--- config.mk ---
export PLATFORM = sky130hd
export DESIGN_NAME = cube_move_ctrl
export DESIGN_NICKNAME = d
export VERILOG_FILES = /design/src/rtl/cube_move_ctrl.sv
export SDC_FILE = /design/constraint.sdc
export NUM_CORES = 1
export LEC_CHECK = 0
export BUFFER_PORTS_ARGS = -buffer_cell sky130_fd_sc_hd__buf_4
export CAP_MARGIN = 15
export CORE_MARGIN = 10
export CORE_UTILIZATION = 35
export CTS_CLUSTER_DIAMETER = 50
export CTS_CLUSTER_SIZE = 12
export DETAILED_ROUTE_END_ITERATION = 10
export PLACE_DENSITY = 0.55
export SYNTH_ARGS = -nofsm -noshare
export SYNTH_HDL_FRONTEND = slang
export SYNTH_HIERARCHICAL = 1
export SYNTH_SLANG_ARGS = --single-unit
--- constraint.sdc ---
create_clock -name clk -period 3.2 [get_ports clk]
set_clock_uncertainty 0.2 [all_clocks]
set_input_delay 0.32 -clock clk [delete_from_list [all_inputs] [get_ports clk]]
set_output_delay 0.32 -clock clk [all_outputs]
set_load 0.005 [all_outputs]
--- src/rtl/cube_move_ctrl.sv ---
// Cube move sequencer: turns one start press into quarter-turn requests for the
// rotation datapath, and keeps a BCD count of completed moves for the HEX display.

module cube_bcd_digit (
  input  logic       cin,
  input  logic [3:0] d,
  output logic [3:0] q,
  output logic       cout
);
  always_comb begin
    q    = d;
    cout = 1'b0;
    if (cin) begin
      if (d == 4'd9) begin
        q    = 4'd0;
        cout = 1'b1;
      end else begin
        q = d + 4'd1;
      end
    end
  end
endmodule

module cube_move_ctrl #(
  parameter int ACK_TIMEOUT = 1024,
  parameter int TO_W        = 11
) (
  input  logic        clk,
  input  logic        rst,
  input  logic        start,
  input  logic [5:0]  face_in,
  input  logic [1:0]  rot_ctrl,
  output logic        rot_req,
  output logic [2:0]  rot_face,
  output logic        rot_dir,
  input  logic        rot_ack,
  output logic        busy,
  output logic        done,
  output logic        err,
  output logic [15:0] move_bcd,
  output logic [3:0]  state,
  output logic [1:0]  disp_mode
);
  localparam int NUM_DIGITS = 4;

  typedef enum logic [3:0] {
    S_IDLE  = 4'd0,
    S_CHECK = 4'd1,
    S_ISSUE = 4'd2,
    S_WAIT  = 4'd3,
    S_DONE  = 4'd4,
    S_ERR   = 4'd5
  } state_t;

  state_t cur, nxt;

  logic                             start_q;
  logic [5:0]                       face_q;
  logic [1:0]                       ctrl_q;
  logic [1:0]                       turns;
  logic [TO_W-1:0]                  to_cnt;
  logic [NUM_DIGITS-1:0][3:0]       bcd, bcd_inc;
  logic [NUM_DIGITS:0]              carry;

  logic accept, face_ok, move_ok, ack_hit, to_hit;

  function automatic logic [2:0] enc_face(input logic [5:0] f);
    logic [2:0] r;
    r = 3'd0;
    for (int i = 0; i < 6; i++)
      if (f[i]) r = 3'(i);
    return r;
  endfunction

  assign accept  = start & ~start_q & (cur == S_IDLE);
  assign face_ok = (face_q != 6'd0) && ((face_q & (face_q - 6'd1)) == 6'd0);
  assign move_ok = face_ok && (ctrl_q != 2'd3);
  // Acks are only meaningful while a request is outstanding.
  assign ack_hit = rot_ack & rot_req;
  assign to_hit  = (to_cnt == TO_W'(ACK_TIMEOUT - 1));

  // Ripple-carry BCD increment; carry out of the top digit is dropped so 9999 wraps.
  assign carry[0] = 1'b1;
  for (genvar g = 0; g < NUM_DIGITS; g++) begin : g_digit
    cube_bcd_digit u_digit (
      .cin  (carry[g]),
      .d    (bcd[g]),
      .q    (bcd_inc[g]),
      .cout (carry[g+1])
    );
  end

  always_comb begin
    nxt = cur;
    case (cur)
      S_IDLE:  if (accept) nxt = S_CHECK;
      S_CHECK: nxt = move_ok ? S_ISSUE : S_ERR;
      S_ISSUE: nxt = S_WAIT;
      S_WAIT: begin
        if (ack_hit)     nxt = (turns == 2'd1) ? S_DONE : S_ISSUE;
        else if (to_hit) nxt = S_ERR;
      end
      S_DONE:  nxt = S_IDLE;
      S_ERR:   nxt = S_IDLE;
      default: nxt = S_IDLE;
    endcase
  end

  always_ff @(posedge clk) begin
    if (rst) cur <= S_IDLE;
    else     cur <= nxt;
  end

  always_ff @(posedge clk) begin
    if (rst) begin
      start_q  <= 1'b1;
      face_q   <= 6'd0;
      ctrl_q   <= 2'd0;
      turns    <= 2'd0;
      to_cnt   <= '0;
      rot_req  <= 1'b0;
      rot_face <= 3'd0;
      rot_dir  <= 1'b0;
      err      <= 1'b0;
      bcd      <= '0;
    end else begin
      start_q <= start;
      case (cur)
        S_IDLE: begin
          if (accept) begin
            face_q <= face_in;
            ctrl_q <= rot_ctrl;
          end
        end
        S_CHECK: begin
          if (move_ok) begin
            err      <= 1'b0;
            turns    <= (ctrl_q == 2'd2) ? 2'd2 : 2'd1;
            rot_dir  <= (ctrl_q == 2'd1);
            rot_face <= enc_face(face_q);
          end
        end
        S_ISSUE: begin
          rot_req <= 1'b1;
          to_cnt  <= '0;
        end
        S_WAIT: begin
          if (ack_hit) begin
            rot_req <= 1'b0;
            turns   <= turns - 2'd1;
          end else if (to_hit) begin
            rot_req <= 1'b0;
          end else begin
            to_cnt <= to_cnt + TO_W'(1);
          end
        end
        S_DONE:  bcd <= bcd_inc;
        S_ERR:   err <= 1'b1;
        default: ;
      endcase
    end
  end

  assign state     = cur;
  assign busy      = (cur != S_IDLE);
  assign done      = (cur == S_DONE);
  assign move_bcd  = bcd;
  assign disp_mode = err ? 2'd2 : (busy ? 2'd1 : 2'd0);

endmodule

==> flow_summary.json, run 1 <==
{
  "routed_via_density": 4.97,
  "hold_class": "input pin to register",
  "areaGrowthSynthToFinish_pct": 20.6,
  "worstMarginPinSlew_ns": 0.641,
  "rsz0062_at_grt": "false",
  "cap_violations": 0,
  "drc_errors": 0,
  "cts_tree": "done",
  "fillers": 704,
  "port_buffers": 40,
  "clock_path_buffers": 2,
  "r2r_end": "move_bcd[15]",
  "multi_input_area_mm2": 0.00148,
  "power_uw": 1210,
  "timing.rr.start": "move_bcd[3]",
  "wl_per_cell_um": 13.2,
  "slew_headroom_pct": 57.3,
  "n_antenna_cell": 0,
  "io_pins": 42,
  "num_rows": 30,
  "power_leakage_uw": 0.00125,
  "clock_latency_ns": 0.30,
  "grt_overflow": 0,
  "dp_hpwl_mm": 4.15,
  "clock_sinks": 47,
  "grt_first_pass_wirelength_mm": 10.2,
  "utilization_pct": 43.7,
  "cp.arrival_ns": 2.65,
  "cts_max_level": 2,
  "drtAntennaViolNets": 0,
  "grt_pass1_vias": 2153,
  "nets": 365,
  "preCtsSetupSlack_ns": 0.412,
  "vdd_drop_max_mv": 0.237,
  "die_w_um": 104,
  "cts_buffers": 5,
  "postCtsSetupBuffers": 0,
  "worstPathMaxFanout": 5,
  "drive_gt1_share_pct": 20.2,
  "crit_required_ns": 3.23,
  "clkTransAtPathRegs_ns": 0.10,
  "clockRootBuffer": "clkbuf_8",
  "fin_crit_sh_pct": 81.8,
  "antenna_found_initial": 0,
  "initial_core_util_pct": 36.2,
  "setup.worst_path.start_class": "register",
  "fp.dieArea_mm2": 0.0109,
  "die_h_um": 104,
  "hold_slack_ns": 0.0362,
  "ys_warn_count": 6,
  "setup.worst_path.start": "move_bcd[3]",
  "crit_path_end_kind": "register",
  "dr_total_vias": 2228,
  "grt_max_degree": 48,
  "seq_area_um2": 941,
  "power.density_mw_per_mm2": 404,
  "hold_viol_final": 0,
  "ff2ff_setup_slack_ns": 0.58,
  "place_congestion": 0.754,
  "synth_area_mm2": 0.00249,
  "drt_pre_antenna_iters": 4,
  "period_needed_ns": 2.62,
  "synth.avg_cell_area_um2": 8.01,
  "status": "finished clean",
  "core_mm2": 0.00687,
  "syn_inst": 311,
  "crit_end": "move_bcd[15]",
  "grt_util_all_layers_pct": 10.8,
  "fmax_mhz": 382,
  "wl_mm": 5.92,
  "fin_ws_ns": 0.582,
  "slew_violations": 0,
  "crit_type": "register to register",
  "drt_iter0_drc": 95,
  "setup-tns-final_ns": 0,
  "setup_viol": 0,
  "r2r_cells": 13
}
registers in the layout, summed over array words and instances, names as in the netlist:
register and count:
move_bcd 16, to_cnt 11, face_q 6, rot_face 3, state 3, ctrl_q 2, turns 2, err 1
rot_dir 1, rot_req 1, start_q 1
what timing repair did:
action	in CTS	in global routing
hold buffers	1	0
setup endpoints to repair	0	1
hold endpoints to repair	1	0
gates resized for setup	0	1
critical path, cell delays in order (launching register included):
cell and delay, ns:
dfxtp_1 0.40, nor2b_2 0.22, nor3b_1 0.20, buf_4 0.16
nand2_2 0.07, nor3b_1 0.21, buf_4 0.17, nand2_2 0.08
nor3b_2 0.31, and4b_1 0.24, o21ai_1 0.06, nand2_1 0.08
nand2_1 0.05, a21oi_1 0.11
cells in the final DEF (no fill, tap or decap), types with 3 or more instances in the layout:
| cell type | count |
|---|---|
| a21o_1 | 5 |
| a21oi_1 | 31 |
| a31oi_1 | 4 |
| and2_1 | 3 |
| and4b_1 | 4 |
| buf_4 | 42 |
| clkbuf_8 | 5 |
| conb_1 | 5 |
| dfxtp_1 | 47 |
| inv_1 | 6 |
| mux2i_1 | 8 |
| nand2_1 | 50 |
| nand2_2 | 4 |
| nand3_1 | 10 |
| nand3b_1 | 4 |
| nor2_1 | 24 |
| nor2b_1 | 9 |
| nor2b_2 | 4 |
| nor3_1 | 4 |
| nor3_2 | 4 |
| nor3b_1 | 3 |
| o21ai_0 | 11 |
| o21ai_1 | 6 |
| or3_1 | 6 |
| xnor2_1 | 4 |
| xor2_1 | 6 |
stage by stage:
stage | cells | cell area, um2
6_report | 448 | 3000
5_1_grt | 448 | 3000
4_1_cts | 448 | 3000
3_5_place_dp | 439 | 2880
3_3_place_gp | 439 | 2880
2_1_floorplan | 314 | 2500
layer usage:
metal	share of wire, %	up-vias	wire (um)	GRT usage, %
met3	5.5	6	328	3.22
met1	51	1012	3040	15.2
met5	0	-	0	0
met2	42	46	2490	15.5
met4	0.93	0	55	2.68
li1	-	1164	-	-
worst min-delay path by stage:
stage               cells after the start  slack (ns)    endpoint        start
finish                                  3        0.04   ctrl_q[0]  rot_ctrl[0]
global route                            3        0.03   face_q[3]   face_in[3]
detailed placement                      2        0.27     rot_dir      rot_dir
global placement                        1        0.27  to_cnt[10]   to_cnt[10]
CTS                                     3        0.03   face_q[4]   face_in[4]
floorplan                               1        0.23     start_q        start
power by group:
| group | switching (uW) | total (uW) | internal, uW |
|---|---|---|---|
| Sequential | 19.8 | 618 | 598 |
| Clock | 212 | 445 | 233 |
| Combinational | 86.1 | 150 | 64.4 |
| Total | 318 | 1210 | 895 |
layout make-up:
cell class | count | area share (%)
clock buffer | 5 | 2.29
inverter | 7 | 0.875
multi-input combinational | 247 | 49.2
clock inverter | 3 | 1.46
timing repair buffer | 43 | 10.8
sequential | 47 | 31.3
tap | 96 | 4.00
Power figures use the tool's default switching activity.
==> inputs of run 2 (changes only) <==
--- a/config.mk
+++ b/config.mk
@@ -5,6 +5,7 @@
 export SDC_FILE = /design/constraint.sdc
 export NUM_CORES = 1
 export LEC_CHECK = 0
+export ABC_AREA = 1
 export BUFFER_PORTS_ARGS = -buffer_cell sky130_fd_sc_hd__buf_4
 export CAP_MARGIN = 15
 export CORE_MARGIN = 10
@@ -12,7 +13,7 @@
 export CTS_CLUSTER_DIAMETER = 50
 export CTS_CLUSTER_SIZE = 12
 export DETAILED_ROUTE_END_ITERATION = 10
-export PLACE_DENSITY = 0.55
+export PLACE_DENSITY = 0.57
 export SYNTH_ARGS = -nofsm -noshare
 export SYNTH_HDL_FRONTEND = slang
 export SYNTH_HIERARCHICAL = 1
==> constraint.sdc (replaced) <==
create_clock -name clk -period 2.1 [get_ports clk]
set_clock_uncertainty 0.2 [all_clocks]
set_input_delay 0.21 -clock clk [delete_from_list [all_inputs] [get_ports clk]]
set_output_delay 0.21 -clock clk [all_outputs]
set_load 0.005 [all_outputs]
==> run 2 against run 1 <==
The flow now finishes with violations (setup timing). Final cell count increased by 19%. Routed wire length increased by 2.8%. Sequential power increased by 56%. Largest power group unchanged.
==> flow_summary.json, run 2 <==
{
  "syn_inst": 366,
  "drtAntennaViolNets": 0,
  "stdcell_count": 531,
  "hp-start": "rot_ctrl[0]",
  "largest_reg_flops": 16,
  "nets": 448,
  "power.density_mw_per_mm2": 591,
  "n_antenna_cell": 0,
  "holdPathStages": 3,
  "dp_hpwl_mm": 4.38,
  "design_area_mm2": 0.00320,
  "drt_pre_antenna_iters": 4,
  "final_cell_mix": "nor2_1 (86), buf_4 (62), nand2_1 (53)",
  "violations": "setup timing",
  "drt_iter0_drc": 80,
  "die_w_um": 104,
  "crit_path_end_kind": "register",
  "grt_overflow": 0,
  "dr_wl_met3_um": 203,
  "die_h_um": 104,
  "clock_sinks": 47,
  "whs_endpoint": "ctrl_q[0]",
  "antenna_found_initial": 0,
  "io_pins": 42,
  "rsz0062_at_grt": "true",
  "ys_warn_count": 6,
  "areaGrowthSynthToFinish_pct": 30.4,
  "r2r_cells": 19,
  "grt_first_pass_wirelength_mm": 10.7,
  "routed_via_density": 4.46,
  "place_congestion": 0.791,
  "drive_gt1_share_pct": 26.7,
  "hold_viol_final": 0,
  "grt_max_degree": 30,
  "clkTransAtPathRegs_ns": 0.09,
  "port_buffers": 40,
  "crit_type": "register to register",
  "dp_cells": 507,
  "hold_class": "input pin to register",
  "wl_mm": 6.08,
  "power_leakage_uw": 0.00144,
  "vdd_drop_max_mv": 0.272,
  "final_common_cell": "nor2_1",
  "fin_ws_ns": -0.0245,
  "fp.dieArea_mm2": 0.0108,
  "ff2ff_setup_slack_ns": -0.02,
  "cp.arrival_ns": 2.13,
  "cts_tree": "done",
  "r2r_end": "move_bcd[15]",
  "setup_viol": 1,
  "fin_crit_sh_pct": 101,
  "core_mm2": 0.00679,
  "preCtsSetupSlack_ns": -0.0739,
  "slew_violations": 0,
  "timing.rr.start": "move_bcd[3]",
  "period_needed_ns": 2.12,
  "grt_util_all_layers_pct": 11.4,
  "clock_path_buffers": 2,
  "fmax_mhz": 471,
  "num_rows": 30,
  "worstPathMaxFanout": 4,
  "cts_max_level": 2,
  "crit_required_ns": 2.10,
  "dr_total_vias": 2368,
  "grt_pass1_vias": 2332,
  "synth.avg_cell_area_um2": 6.71,
  "wl_met2_mm": 2.82,
  "setup.worst_path.start_class": "register",
  "dpl-instance-area_mm2": 0.00293,
  "wl_met1_mm": 2.96,
  "wl_per_cell_um": 11.4,
  "clockRootBuffer": "clkbuf_8",
  "drc_errors": 0,
  "status": "complete, but fails checks",
  "cts_buffers": 5,
  "initial_core_util_pct": 36.2,
  "cap_violations": 0,
  "synth_area_mm2": 0.00246,
  "clock_latency_ns": 0.30,
  "top_layer": "met4"
}
==> run 2: repair_timing <==
item                                   in CTS  in global routing
setup endpoints to repair                   2                  5
endpoints found under the hold margin      14                  0
pin swaps                                   2                  9
hold buffers                                7                  0
setup buffers                               5                  4
resized for setup                           6                  9
==> run 2: power by group <==
group | switching, uW | total [uW] | leakage (uW) | internal, uW
clock | 311 | 610 | 0.0000505 | 300
combinational | 181 | 318 | 0.00101 | 138
sequential | 33.6 | 963 | 0.000382 | 930
==> run 2: worst max path at each step <==
stage,slack (ns),startpoint,endpoint
floorplan,0.002,move_bcd[0],move_bcd[15]
global placement,0.03,move_bcd[3],move_bcd[15]
detailed placement,-0.07,move_bcd[0],move_bcd[15]
CTS,0.007,move_bcd[3],move_bcd[15]
global route,-0.23,move_bcd[3],move_bcd[15]
finish,-0.02,move_bcd[3],move_bcd[15]
==> run 2: layout make-up <==
| type | count | area [um2] |
|---|---|---|
| well taps | 96 | 120 |
| clock inverters | 1 | 7.51 |
| fillers | 700 | 3590 |
| clock buffers | 7 | 96.3 |
| multi-input cells | 267 | 1330 |
| repair buffers | 69 | 536 |
| flip-flops and latches | 47 | 943 |
| inverters | 44 | 170 |
==> run 2: through the flow <==
stage	TNS (ns)	power, uW	utilization [%]	hold slack, ns
6_report	-0.0245	1890	47.1	0.0100
5_1_grt	-0.623	2010	47.1	0.0148
4_1_cts	0	1920	46.5	0.00426
3_5_place_dp	-0.0739	1290	43.2	0.223
3_3_place_gp	0	1290	43.2	0.218
2_1_floorplan	0	1180	-	0.115
==> run 2: critical path, cell delays in order, from the launching register on <==
cell	delay (ns)
dfxtp_2	0.34
inv_2	0.04
nor2_2	0.10
nand3_2	0.09
inv_2	0.07
nand2_2	0.06
inv_2	0.07
nand3_2	0.08
inv_2	0.08
nand2_2	0.06
inv_2	0.07
nand3_2	0.08
inv_2	0.09
nand2_4	0.07
nor2_4	0.15
nand3_2	0.08
nand2_1	0.08
nor2_1	0.04
o21ai_1	0.13
nor2_1	0.05
==> run 2: metal layers <==
layer,vias up,global-route usage (%)
li1,1288,-
met1,1041,13.8
met2,33,19.0
met3,6,2.97
met4,0,4.47
met5,-,0
==> inputs of run 3 (changes only) <==
--- a/config.mk
+++ b/config.mk
@@ -6,7 +6,7 @@
 export NUM_CORES = 1
 export LEC_CHECK = 0
 export ABC_AREA = 1
-export BUFFER_PORTS_ARGS = -buffer_cell sky130_fd_sc_hd__buf_4
+export BUFFER_PORTS_ARGS = -buffer_cell sky130_fd_sc_hd__buf_2
 export CAP_MARGIN = 15
 export CORE_MARGIN = 10
 export CORE_UTILIZATION = 35
@@ -14,6 +14,7 @@
 export CTS_CLUSTER_SIZE = 12
 export DETAILED_ROUTE_END_ITERATION = 10
 export PLACE_DENSITY = 0.57
+export RECOVER_POWER = 100
 export SYNTH_ARGS = -nofsm -noshare
 export SYNTH_HDL_FRONTEND = slang
 export SYNTH_HIERARCHICAL = 1
==> run 3 against run 2 <==
The run still ends with setup timing left. Worst setup slack got worse by 0.036 ns. Die area stayed put. Register-to-register slack worse by 0.04 ns. Design area down 0.43%. Sequential cell count stayed put.
==> flow_summary.json, run 3 (synthesis gave the netlist of run 2 again) <==
{
  "status": "complete, but fails checks",
  "violations": "setup timing",
  "n_antenna_cell": 0,
  "initial_core_util_pct": 36.2,
  "drive_gt1_share_pct": 28.8,
  "grt_first_pass_wirelength_mm": 11.0,
  "cts_tree": "done",
  "fin_ws_ns": -0.0602,
  "switching_power_uw": 533,
  "grt_overflow": 0,
  "crit_required_ns": 2.10,
  "wl_per_cell_um": 11.4,
  "clock_path_buffers": 2,
  "holdPathStages": 3,
  "final_cell_mix": "nor2_1 (86), nand2_1 (53), dfxtp_1 (44)",
  "period_needed_ns": 2.16,
  "whs_endpoint": "face_q[1]",
  "ff2ff_setup_slack_ns": -0.06,
  "setup.worst_path.start": "move_bcd[3]",
  "largest_reg_flops": 16,
  "fillers": 701,
  "power_leakage_uw": 0.00148,
  "internal_power_uw": 1400,
  "die_h_um": 104,
  "num_rows": 30,
  "place_congestion": 0.785,
  "setup-tns-final_ns": -0.107,
  "power.density_mw_per_mm2": 606,
  "clkTransAtPathRegs_ns": 0.09,
  "core_mm2": 0.00679,
  "cts_buffers": 5,
  "crit_type": "register to register",
  "drtAntennaViolNets": 0,
  "clockPowerShare_pct": 34.9,
  "fmax_mhz": 463,
  "drt_pre_antenna_iters": 4,
  "setup_viol": 2,
  "routed_via_density": 4.46,
  "nets": 458,
  "fp.dieArea_mm2": 0.0108,
  "clockRootBuffer": "clkbuf_8",
  "io_pins": 42,
  "dp_hpwl_mm": 4.35,
  "cap_violations": 0,
  "port_buffers": 40,
  "fin_crit_sh_pct": 103,
  "r2r_end": "move_bcd[3]",
  "drc_errors": 0,
  "clock_sinks": 47,
  "cp.arrival_ns": 2.16,
  "slew_violations": 0,
  "grt_max_degree": 30,
  "switching_share_pct": 27.5,
  "die_w_um": 104,
  "setup.worst_path.start_class": "register",
  "hold_class": "input pin to register",
  "vdd_drop_max_mv": 0.238,
  "rsz0062_at_grt": "true",
  "preCtsSetupSlack_ns": -0.0402,
  "crit_path_end_kind": "register",
  "final_common_cell": "nor2_1",
  "drt_iter0_drc": 76,
  "hp-start": "face_in[1]",
  "antenna_found_initial": 0,
  "areaGrowthSynthToFinish_pct": 29.9,
  "r2r_cells": 15,
  "grt_util_all_layers_pct": 11.8,
  "wl_mm": 6.19,
  "cts_max_level": 2,
  "grt_pass1_vias": 2352,
  "worstPathMaxFanout": 2,
  "timing.rr.start": "move_bcd[3]",
  "hold_viol_final": 0,
  "comb_power_share_pct": 15.3,
  "dr_total_vias": 2411,
  "clock_latency_ns": 0.30,
  "power_frac_seq_pct": 49.8
}
==> run 3: per-stage QoR <==
| stage | instances | total power [uW] | area [um2] | utilization (%) | hold slack [ns] |
|---|---|---|---|---|---|
| 3_3_place_gp | 507 | 1270 | 2830 | 41.7 | 0.219 |
| 3_5_place_dp | 507 | 1270 | 2830 | 41.7 | 0.227 |
| 5_1_grt | 541 | 2060 | 3190 | 46.9 | 0.0263 |
| 2_1_floorplan | 367 | 1180 | 2460 | - | 0.115 |
| 4_1_cts | 537 | 1960 | 3130 | 46.1 | 0.00593 |
| 6_report | 541 | 1930 | 3190 | 46.9 | 0.0119 |
==> run 3: power groups by stage <==
stage | clock, uW | sequential [uW] | combinational [uW]
final | 675 | 963 | 295
after global routing | 744 | 972 | 346
after CTS | 704 | 963 | 297
after detailed placement | 0 | 983 | 287
after global placement | 0 | 982 | 283
after floorplan | 0 | 981 | 195
==> run 3: critical path, cell delays in order (launching register included) <==
cell     delay, ns
dfxtp_2       0.34
inv_2         0.04
nor2_2        0.11
nand3_2       0.09
buf_4         0.13
buf_4         0.12
buf_4         0.12
buf_4         0.12
buf_4         0.12
buf_4         0.12
buf_4         0.12
buf_4         0.12
nand2_1       0.06
nor2_1        0.04
o21ai_0       0.16
nor2_1        0.05
==> run 3: area by class of cell <==
type                       instances  area (um2)  area share [%]
tap                               96         120            3.77
clock buffer                       5        68.8            2.16
clock inverter                     3        43.8            1.37
sequential                        47         945            29.6
multi-input combinational        267        1330            41.7
inverter                          44         170            5.34
timing repair buffer              79         512            16.0
==> run 3: how the worst max path moves through the flow <==
stage | to
detailed placement | move_bcd[15]
global route | move_bcd[15]
finish | move_bcd[3]
global placement | move_bcd[15]
CTS | move_bcd[15]
floorplan | move_bcd[15]
==> run 3: per-layer routing <==
metal	up-vias	wire length, um	track usage (%)
li1	1308	-	-
met1	1062	2890	14.5
met2	39	2970	19.5
met3	2	275	3.16
met4	0	54	3.88
met5	-	0	0
==> run 3: what timing repair did <==
action                                  CTS  global route
hold buffers                              6             0
setup buffers                            16             4
gates resized for setup                   2            15
hold endpoints to repair                  6             0
endpoints found under the setup margin    1             7
pin swaps                                 2            12
